--- config.mk ---
export PLATFORM = sky130hd
export DESIGN_NAME = alu_op_driver
export DESIGN_NICKNAME = d
export VERILOG_FILES = /design/src/rtl/alu_op_driver.sv
export SDC_FILE = /design/constraint.sdc
export NUM_CORES = 1
export LEC_CHECK = 0
export ABC_AREA = 1
export CAP_MARGIN = 40
export CELL_PAD_IN_SITES_DETAIL_PLACEMENT = 0
export CELL_PAD_IN_SITES_GLOBAL_PLACEMENT = 1
export CORE_MARGIN = 8
export CORE_UTILIZATION = 31
export DETAILED_ROUTE_END_ITERATION = 8
export PLACE_DENSITY_LB_ADDON = 0.1
export SLEW_MARGIN = 0
export SYNTH_ARGS = -nofsm -noshare
export SYNTH_HDL_FRONTEND = slang
export SYNTH_SLANG_ARGS = --single-unit
--- constraint.sdc ---
create_clock -name clk -period 1.79 [get_ports clk]
set_input_delay 0.358 -clock clk [delete_from_list [all_inputs] [get_ports clk]]
set_output_delay 0.358 -clock clk [all_outputs]
set_load 0.005 [all_outputs]
--- src/rtl/alu_op_driver.sv ---
// Sequencer between the control unit and the datapath ALU: issues one op, waits LATENCY edges,
// returns the captured result. Optional macro ALU_DRV_LOCAL_ZERO_EN derives rsp_zero from C_bus.
module alu_op_driver #(
  parameter int unsigned DATA_W  = 16,
  parameter int unsigned OP_W    = 4,
  parameter int unsigned LATENCY = 5
) (
  input  logic              clk,
  input  logic              rst_n,
  input  logic              req_valid,
  output logic              req_ready,
  input  logic [OP_W-1:0]   req_op,
  input  logic [DATA_W-1:0] req_a,
  input  logic [DATA_W-1:0] req_b,
  output logic [DATA_W-1:0] A_bus,
  output logic [DATA_W-1:0] B_bus,
  output logic [OP_W-1:0]   operation,
  output logic              enable,
  input  logic [DATA_W-1:0] C_bus,
  input  logic              Z_flag,
  output logic              rsp_valid,
  input  logic              rsp_ready,
  output logic [DATA_W-1:0] rsp_data,
  output logic              rsp_zero,
  output logic              rsp_err,
  output logic [15:0]       ops_done
);

  localparam int unsigned     CntW    = (LATENCY > 2) ? $clog2(LATENCY) : 1;
  localparam logic [CntW-1:0] CntLoad = CntW'(LATENCY - 1);
  localparam logic [OP_W-1:0] OpSub   = OP_W'(2);
  localparam logic [OP_W-1:0] OpMax   = OP_W'(11);

  typedef enum logic [1:0] {StIdle, StExec, StResp} state_e;

  state_e            state_q, state_d;
  logic [CntW-1:0]   cnt_q, cnt_d;
  logic [DATA_W-1:0] a_q, a_d;
  logic [DATA_W-1:0] b_q, b_d;
  logic [OP_W-1:0]   op_q, op_d;
  logic              en_q, en_d;
  logic [DATA_W-1:0] rdata_q, rdata_d;
  logic              rzero_q, rzero_d;
  logic              rerr_q, rerr_d;
  logic              rvalid_q, rvalid_d;
  logic [15:0]       ops_q, ops_d;
  logic              op_legal;
  logic              zero_cap;

`ifdef ALU_DRV_LOCAL_ZERO_EN
  logic unused_z_flag;
  assign unused_z_flag = Z_flag;
  assign zero_cap      = (C_bus == '0);
`else
  // The ALU only defines Z_flag meaningfully for SUB.
  assign zero_cap = (op_q == OpSub) && Z_flag;
`endif

  assign op_legal = (req_op != '0) && (req_op <= OpMax);

  always_comb begin
    state_d   = state_q;
    cnt_d     = cnt_q;
    a_d       = a_q;
    b_d       = b_q;
    op_d      = op_q;
    en_d      = en_q;
    rdata_d   = rdata_q;
    rzero_d   = rzero_q;
    rerr_d    = rerr_q;
    rvalid_d  = rvalid_q;
    ops_d     = ops_q;
    req_ready = (state_q == StIdle);

    case (state_q)
      StIdle: begin
        if (req_valid) begin
          if (op_legal) begin
            a_d     = req_a;
            b_d     = req_b;
            op_d    = req_op;
            en_d    = 1'b1;
            cnt_d   = CntLoad;
            state_d = StExec;
          end else begin
            rdata_d  = '0;
            rzero_d  = 1'b0;
            rerr_d   = 1'b1;
            rvalid_d = 1'b1;
            state_d  = StResp;
          end
        end
      end
      StExec: begin
        if (cnt_q == '0) begin
          rdata_d  = C_bus;
          rzero_d  = zero_cap;
          rerr_d   = 1'b0;
          rvalid_d = 1'b1;
          en_d     = 1'b0;
          state_d  = StResp;
        end else begin
          cnt_d = cnt_q - CntW'(1);
        end
      end
      StResp: begin
        if (rsp_ready) begin
          rvalid_d = 1'b0;
          ops_d    = ops_q + 16'd1;
          state_d  = StIdle;
        end
      end
      default: state_d = StIdle;
    endcase
  end

  always_ff @(posedge clk or negedge rst_n) begin
    if (!rst_n) begin
      state_q  <= StIdle;
      cnt_q    <= '0;
      a_q      <= '0;
      b_q      <= '0;
      op_q     <= '0;
      en_q     <= 1'b0;
      rdata_q  <= '0;
      rzero_q  <= 1'b0;
      rerr_q   <= 1'b0;
      rvalid_q <= 1'b0;
      ops_q    <= '0;
    end else begin
      state_q  <= state_d;
      cnt_q    <= cnt_d;
      a_q      <= a_d;
      b_q      <= b_d;
      op_q     <= op_d;
      en_q     <= en_d;
      rdata_q  <= rdata_d;
      rzero_q  <= rzero_d;
      rerr_q   <= rerr_d;
      rvalid_q <= rvalid_d;
      ops_q    <= ops_d;
    end
  end

  assign A_bus     = a_q;
  assign B_bus     = b_q;
  assign operation = op_q;
  assign enable    = en_q;
  assign rsp_valid = rvalid_q;
  assign rsp_data  = rdata_q;
  assign rsp_zero  = rzero_q;
  assign rsp_err   = rerr_q;
  assign ops_done  = ops_q;

endmodule

==> impl_metrics.yaml, run 1 <==
run_status:
  status: "completed"
sta:
  period_needed_ps: 1700
  worstMarginPinSlew_ps: 419
  clock_skew_ps: 8.54
  post-route-period-util_pct: 95.2
  clock.fmax_mhz: 587
  fin_hold_ws_ps: 23.5
  hold_violations: 0
  fin_setup_tns_ps: 0
  slew_headroom_pct: 72.1
  rsz0062_at_grt: "false"
  slew_viol_final: 0
  setup_slack_ps: 85.7
  final-setup-viol-count: 0
cts:
  cts-root-buf: "clkbuf_8"
  insertion_delay_ps: 340
  ctsHoldBuffers: 0
  cts.sinks: 77
  h-tree-depth: 3
  cts_tree: "built"
  clk_path_buf_depth: 2
  cts_inserted_buffers: 9
  path_clk_slew_ps: 80
synthesis:
  synth_common_cells: "nand2_1, dfrtp_1, inv_1"
  ys.warnings.count: 0
  ys_ff_latch: 77
  synth_edf_count: 0
  synthArstFlopShare_pct: 100
  synth_top_area_share_pct: 59.3
  synth_ff_type: "dfrtp_1"
  synth_top_area_cell: "dfrtp_1"
  syn_nets: 424
  synth_area_um2: 3250
  yosysMostFrequentCell: "nand2_1"
  synthTopCellsByArea: "dfrtp_1, nand2_1, inv_1"
  syn_avg_cell_area_um2: 8.93
  seq_area_frac_synth_pct: 59.3
  syn_inst: 364
  synth_cell_type_count: 26
setup_path:
  worst_setup_path_start_kind: "flop"
  critPathMaxFanout: 4
  crit_chain: "clkdlybuf4s50_1"
  cp_slowest_cell: "clkdlybuf4s50_1"
  required_ps: 1430
  cp_top_family: "buffers and inverters"
  critPathBufInv: 1
  max_stage_delay_ps: 560
  end_kind: "primary output"
  cp.arrival_ps: 1350
  worstSetupPathType: "reg -> out"
die:
  initial_utilization_pct: 31.6
  die_h_um: 118
  die_x_um: 118
  core_area_um2: 10300
  std_cell_rows: 37
  boundaryPins: 130
  dieArea_um2: 14000
drt:
  vias_per_cell: 4.24
  route.detailed.drc: 0
  detail-route-antenna-nets: 0
  drtPass1Iterations: 4
  wl_mm: 8.74
  num_vias: 2738
  dr.first_iter.drc_count: 102
  route.detailed.wl_per_inst_um: 13.5
power:
  power_mw: 7.23
  power.leakage_nw: 2.42
  irDropWorstVdd_uv: 708
  powerDensity_nw_per_um2: 1450
grt:
  grtUsageTotal_pct: 12.6
  overflow: 0
  grt_pass1_vias: 2919
  antenna_found_initial: 0
  grt_pass1_wl_mm: 14.6
  grt_max_degree: 78
placed_design:
  port_buffers: 129
  dp_cells: 629
  gp_congestion: 0.763
  dp_hpwl_mm: 6.56
  dp_slack_ps: 59.5
finish:
  drive_above_1_share_pct: 8.43
  synthToLayoutAreaGrowth_pct: 53.4
  antenna-diode-count: 0
  final_nets: 566
  final_cells: 646
worst_hold_path:
  min_path_type: "in -> async"
job:
  drv_cap: 0
## final timing paths
path	start	to	slack, ps	cells past startpoint
setup reg to reg	state_q[1]$_DFFE_PN0P_	rsp_data[5]$_DFFE_PN0P_	260	10
setup / recovery	ops_done[0]$_DFFE_PN0P_	ops_done[0]	90	1
hold reg to reg	rsp_data[12]$_DFFE_PN0P_	rsp_data[12]$_DFFE_PN0P_	470	2
min in group clk	rsp_data[12]$_DFFE_PN0P_	rsp_data[12]$_DFFE_PN0P_	470	2
hold / removal	rst_n	B_bus[5]$_DFFE_PN0P_	20	2
max in group asynchronous	rst_n	cnt_q[2]$_DFFE_PN0P_	1420	2
## stage by stage
| step | util, % | cell area, um2 |
|---|---|---|
| finish | 48.6 | 4990 |
| global route | 48.6 | 4990 |
| CTS | 48.5 | 4990 |
| detailed placement | 46.3 | 4760 |
| global placement | 46.3 | 4760 |
| floorplan | - | 3250 |
## cell families (layout without fill, tap and decap cells)
family          count (synthesis)  after routing  share of synthesized area, %
simple gates                  229            229                          29.6
flops                          77             77                          59.3
buf+inv                        33            179                          4.96
xor+xnor                       11             11                          2.96
compound gates                 10             10                          1.69
fa+ha+maj                       3              3                          1.15
mux                             1              1                         0.346
## routing by layer
layer | share of wire, % | vias to the layer above | track usage (%)
met3 | 7.2 | 11 | 4.52
met5 | 0 | - | 0
met1 | 45 | 1258 | 14.8
li1 | - | 1396 | -
met4 | 1.7 | 0 | 5.38
met2 | 46 | 73 | 20.6
## what timing repair did
action / CTS / global route
resized for setup: 1 / 1
endpoints found under the setup margin: 1 / 1
buffers inserted: 2 / 0
## registers in the layout (all words and copies together), names as in the netlist, 2 cells and up
signal,cells
B_bus,16
A_bus,16
cnt_q,3
operation,4
ops_done,16
rsp_data,16
state_q,2
## cells in the final DEF, fill, tap and decap left out, types with 4 or more instances in the layout
master / Yosys / final
buf_12: 0 / 4
buf_4: 5 / 9
clkbuf_8: 0 / 10
clkdlybuf4s50_1: 0 / 127
dfrtp_1: 77 / 76
inv_1: 21 / 21
nand2_1: 182 / 182
nand3_1: 14 / 14
nand4_1: 4 / 4
nor2_1: 14 / 14
o21ai_0: 6 / 6
xnor2_1: 8 / 8
## layout make-up
class / count / area (um2)
clock buffer: 11 / 141
clock inverter: 4 / 72.6
fill: 1034 / 5290
inverter: 23 / 86.3
multi-input combinational: 254 / 1160
sequential: 77 / 1930
tap: 136 / 170
timing repair buffer: 141 / 1430
## worst register-to-register path, cell delays in order (launching register included)
cell	delay (ps)
dfrtp_1	400
buf_4	150
buf_4	150
nor2_2	160
nand2_2	110
nand2_2	80
nor2_2	40
nand2_2	110
buf_4	160
nand2_1	50
nand2_1	50
## where the power goes
group          leakage (nW)  switching (mW)  total (mW)  internal [mW]
registers             0.976           0.420        2.81           2.39
logic                  1.34            1.27        2.99           1.72
clock network         0.105           0.616        1.43          0.815
Power figures use the tool's default switching activity.
==> inputs of run 2 (changes only) <==
CAP_MARGIN = 0   (was 40)
CORE_ASPECT_RATIO = 1.2   (was unset)
==> run 2 against run 1 <==
Critical path depth stayed put; final area grew 0.40%; worst setup slack gained 20 ps; sequential power about the same; core utilization fell by 0.21 points; routed wire length barely moved; count of clock-buffer cells in the layout rose by 2; maximum frequency is 1.2% higher; critical endpoint is now ops_done[3]; largest power group unchanged.
==> impl_metrics.yaml, run 2 (synthesized netlist as in run 1, its figures left out) <==
run_status:
  status: "completed"
power:
  power.leakage_nw: 2.43
  irDropWorstVdd_uv: 568
  powerDensity_nw_per_um2: 1460
setup_path:
  ff2ff_path_depth: 6
  r2r_slack_ps: 260
  critPathMaxFanout: 6
  worst_setup_path_start_kind: "flop"
  cp_top_family: "buffers and inverters"
  required_ps: 1430
  worstSetupPathType: "reg -> out"
  max_stage_delay_ps: 550
  end_kind: "primary output"
  r2r-end: "rsp_data[7]$_DFFE_PN0P_"
  cp.arrival_ps: 1330
  reg2reg_from: "state_q[1]$_DFFE_PN0P_"
  crit_chain: "clkdlybuf4s50_1"
  cp_slowest_cell: "clkdlybuf4s50_1"
  critPathBufInv: 1
finish:
  nFillCells: 1009
  final_common_cell: "nand2_1"
  antenna-diode-count: 0
  final_nets: 565
  synthToLayoutAreaGrowth_pct: 54.1
  mostFrequentLayoutCells: "nand2_1, clkdlybuf4s50_1, dfrtp_1"
  drive_above_1_share_pct: 7.66
  final_area_um2: 5010
drt:
  wl_mm: 8.74
  drtPass1Iterations: 4
  route.detailed.wl_per_inst_um: 13.7
  vias_per_cell: 4.26
  detail-route-antenna-nets: 0
  route.detailed.drc: 0
  dr.first_iter.drc_count: 78
  num_vias: 2718
placed_design:
  placed_cell_area_um2: 4730
  dp_hpwl_mm: 6.60
  gp_congestion: 0.741
  port_buffers: 129
cts:
  cts_inserted_buffers: 9
  clk_path_buf_depth: 2
  path_clk_slew_ps: 50
  cts.sinks: 77
  cts-root-buf: "clkbuf_16"
  cts_tree: "built"
  h-tree-depth: 3
  insertion_delay_ps: 330
sta:
  rsz0062_at_grt: "false"
  fin_setup_tns_ps: 0
  worstMarginPinSlew_ps: 407
  period_needed_ps: 1680
  clock.fmax_mhz: 594
  slew_headroom_pct: 72.9
  clock_skew_ps: 5.10
  final-setup-viol-count: 0
  hold_violations: 0
  slew_viol_final: 0
  post-route-period-util_pct: 94.1
die:
  die_x_um: 109
  die_h_um: 128
  boundaryPins: 130
  dieArea_um2: 14000
  initial_utilization_pct: 31.4
  std_cell_rows: 41
  core_area_um2: 10400
worst_hold_path:
  min_path_type: "reg -> reg"
  whs_path_depth: 2
  hold_end: "rsp_data[15]$_DFFE_PN0P_"
  hp-start: "rsp_data[15]$_DFFE_PN0P_"
grt:
  grt_pass1_wl_mm: 14.2
  antenna_found_initial: 0
  grt_max_degree: 32
  grtUsageTotal_pct: 13.0
  overflow: 0
  grt_pass1_vias: 2865
job:
  drv_cap: 0
-- run 2: cell count changes in the layout (fill, tap and decap cells not counted), sizes merged --
cell	previous run	this run
bufinv	2	0
clkinvlp	1	0
clkbuf	11	13
buf	13	11
dlygate4sd3	0	1
clkinv	1	2
-- run 2: area by class of cell --
cell class	instances	area, um2	share of cell area, %
flip-flops and latches	77	1930	38.5
repair buffers	140	1410	28.1
multi-input cells	254	1160	23.2
clock buffers	13	250	5.00
well taps	129	161	3.22
inverters	23	86.3	1.72
clock inverters	2	10.0	0.200
-- run 2: how the worst max path moves through the flow --
stage / start / cells past startpoint / to / slack, ps
6_report: ops_done[3]$_DFFE_PN0P_ / 1 / ops_done[3] / 110
3_3_place_gp: rsp_ready / 8 / ops_done[5]$_DFFE_PN0P_ / 80
5_1_grt: ops_done[3]$_DFFE_PN0P_ / 1 / ops_done[3] / 50
2_1_floorplan: cnt_q[0]$_DFFE_PN0P_ / 10 / rsp_data[0]$_DFFE_PN0P_ / 440
4_1_cts: ops_done[3]$_DFFE_PN0P_ / 1 / ops_done[3] / 80
3_5_place_dp: req_op[3] / 7 / B_bus[6]$_DFFE_PN0P_ / 60
-- run 2: layer usage --
layer  share of wire (%)  global-route usage, %
met3                 7.8                   5.03
met1                  42                   15.0
met5                   0                      0
met4                 1.4                   5.57
met2                  49                   20.8
-- run 2: repair_timing --
item	4_1_cts	5_1_grt
hold endpoints to repair	28	0
buffers inserted	1	0
setup endpoints to repair	1	0
resized for setup	2	0
hold buffers	1	0
-- run 2: through the flow --
step | power [mW] | util [%] | std cells | hold WS, ps | setup WS, ps
after global routing | 7.88 | 48.3 | 638 | 492 | 48.5
after floorplan | 3.99 | - | 364 | 62.4 | 445
after CTS | 7.48 | 48.3 | 638 | 477 | 80.4
final | 7.30 | 48.3 | 638 | 472 | 105
after global placement | 5.76 | 45.7 | 621 | 328 | 84.5
after detailed placement | 5.79 | 45.7 | 621 | 323 | 57.0
-- run 2: tightest hold or removal path, delay by kind of cell (launching register included) --
family           cells  cell delay (ps)
flip-flops           1              340
AND/OR/NAND/NOR      2              100
-- run 2: report_power, final --
part | switching, mW | internal, mW | total (mW)
clock | 0.655 | 0.965 | 1.62
combinational | 1.22 | 1.65 | 2.87
sequential | 0.412 | 2.40 | 2.81
total | 2.29 | 5.01 | 7.30
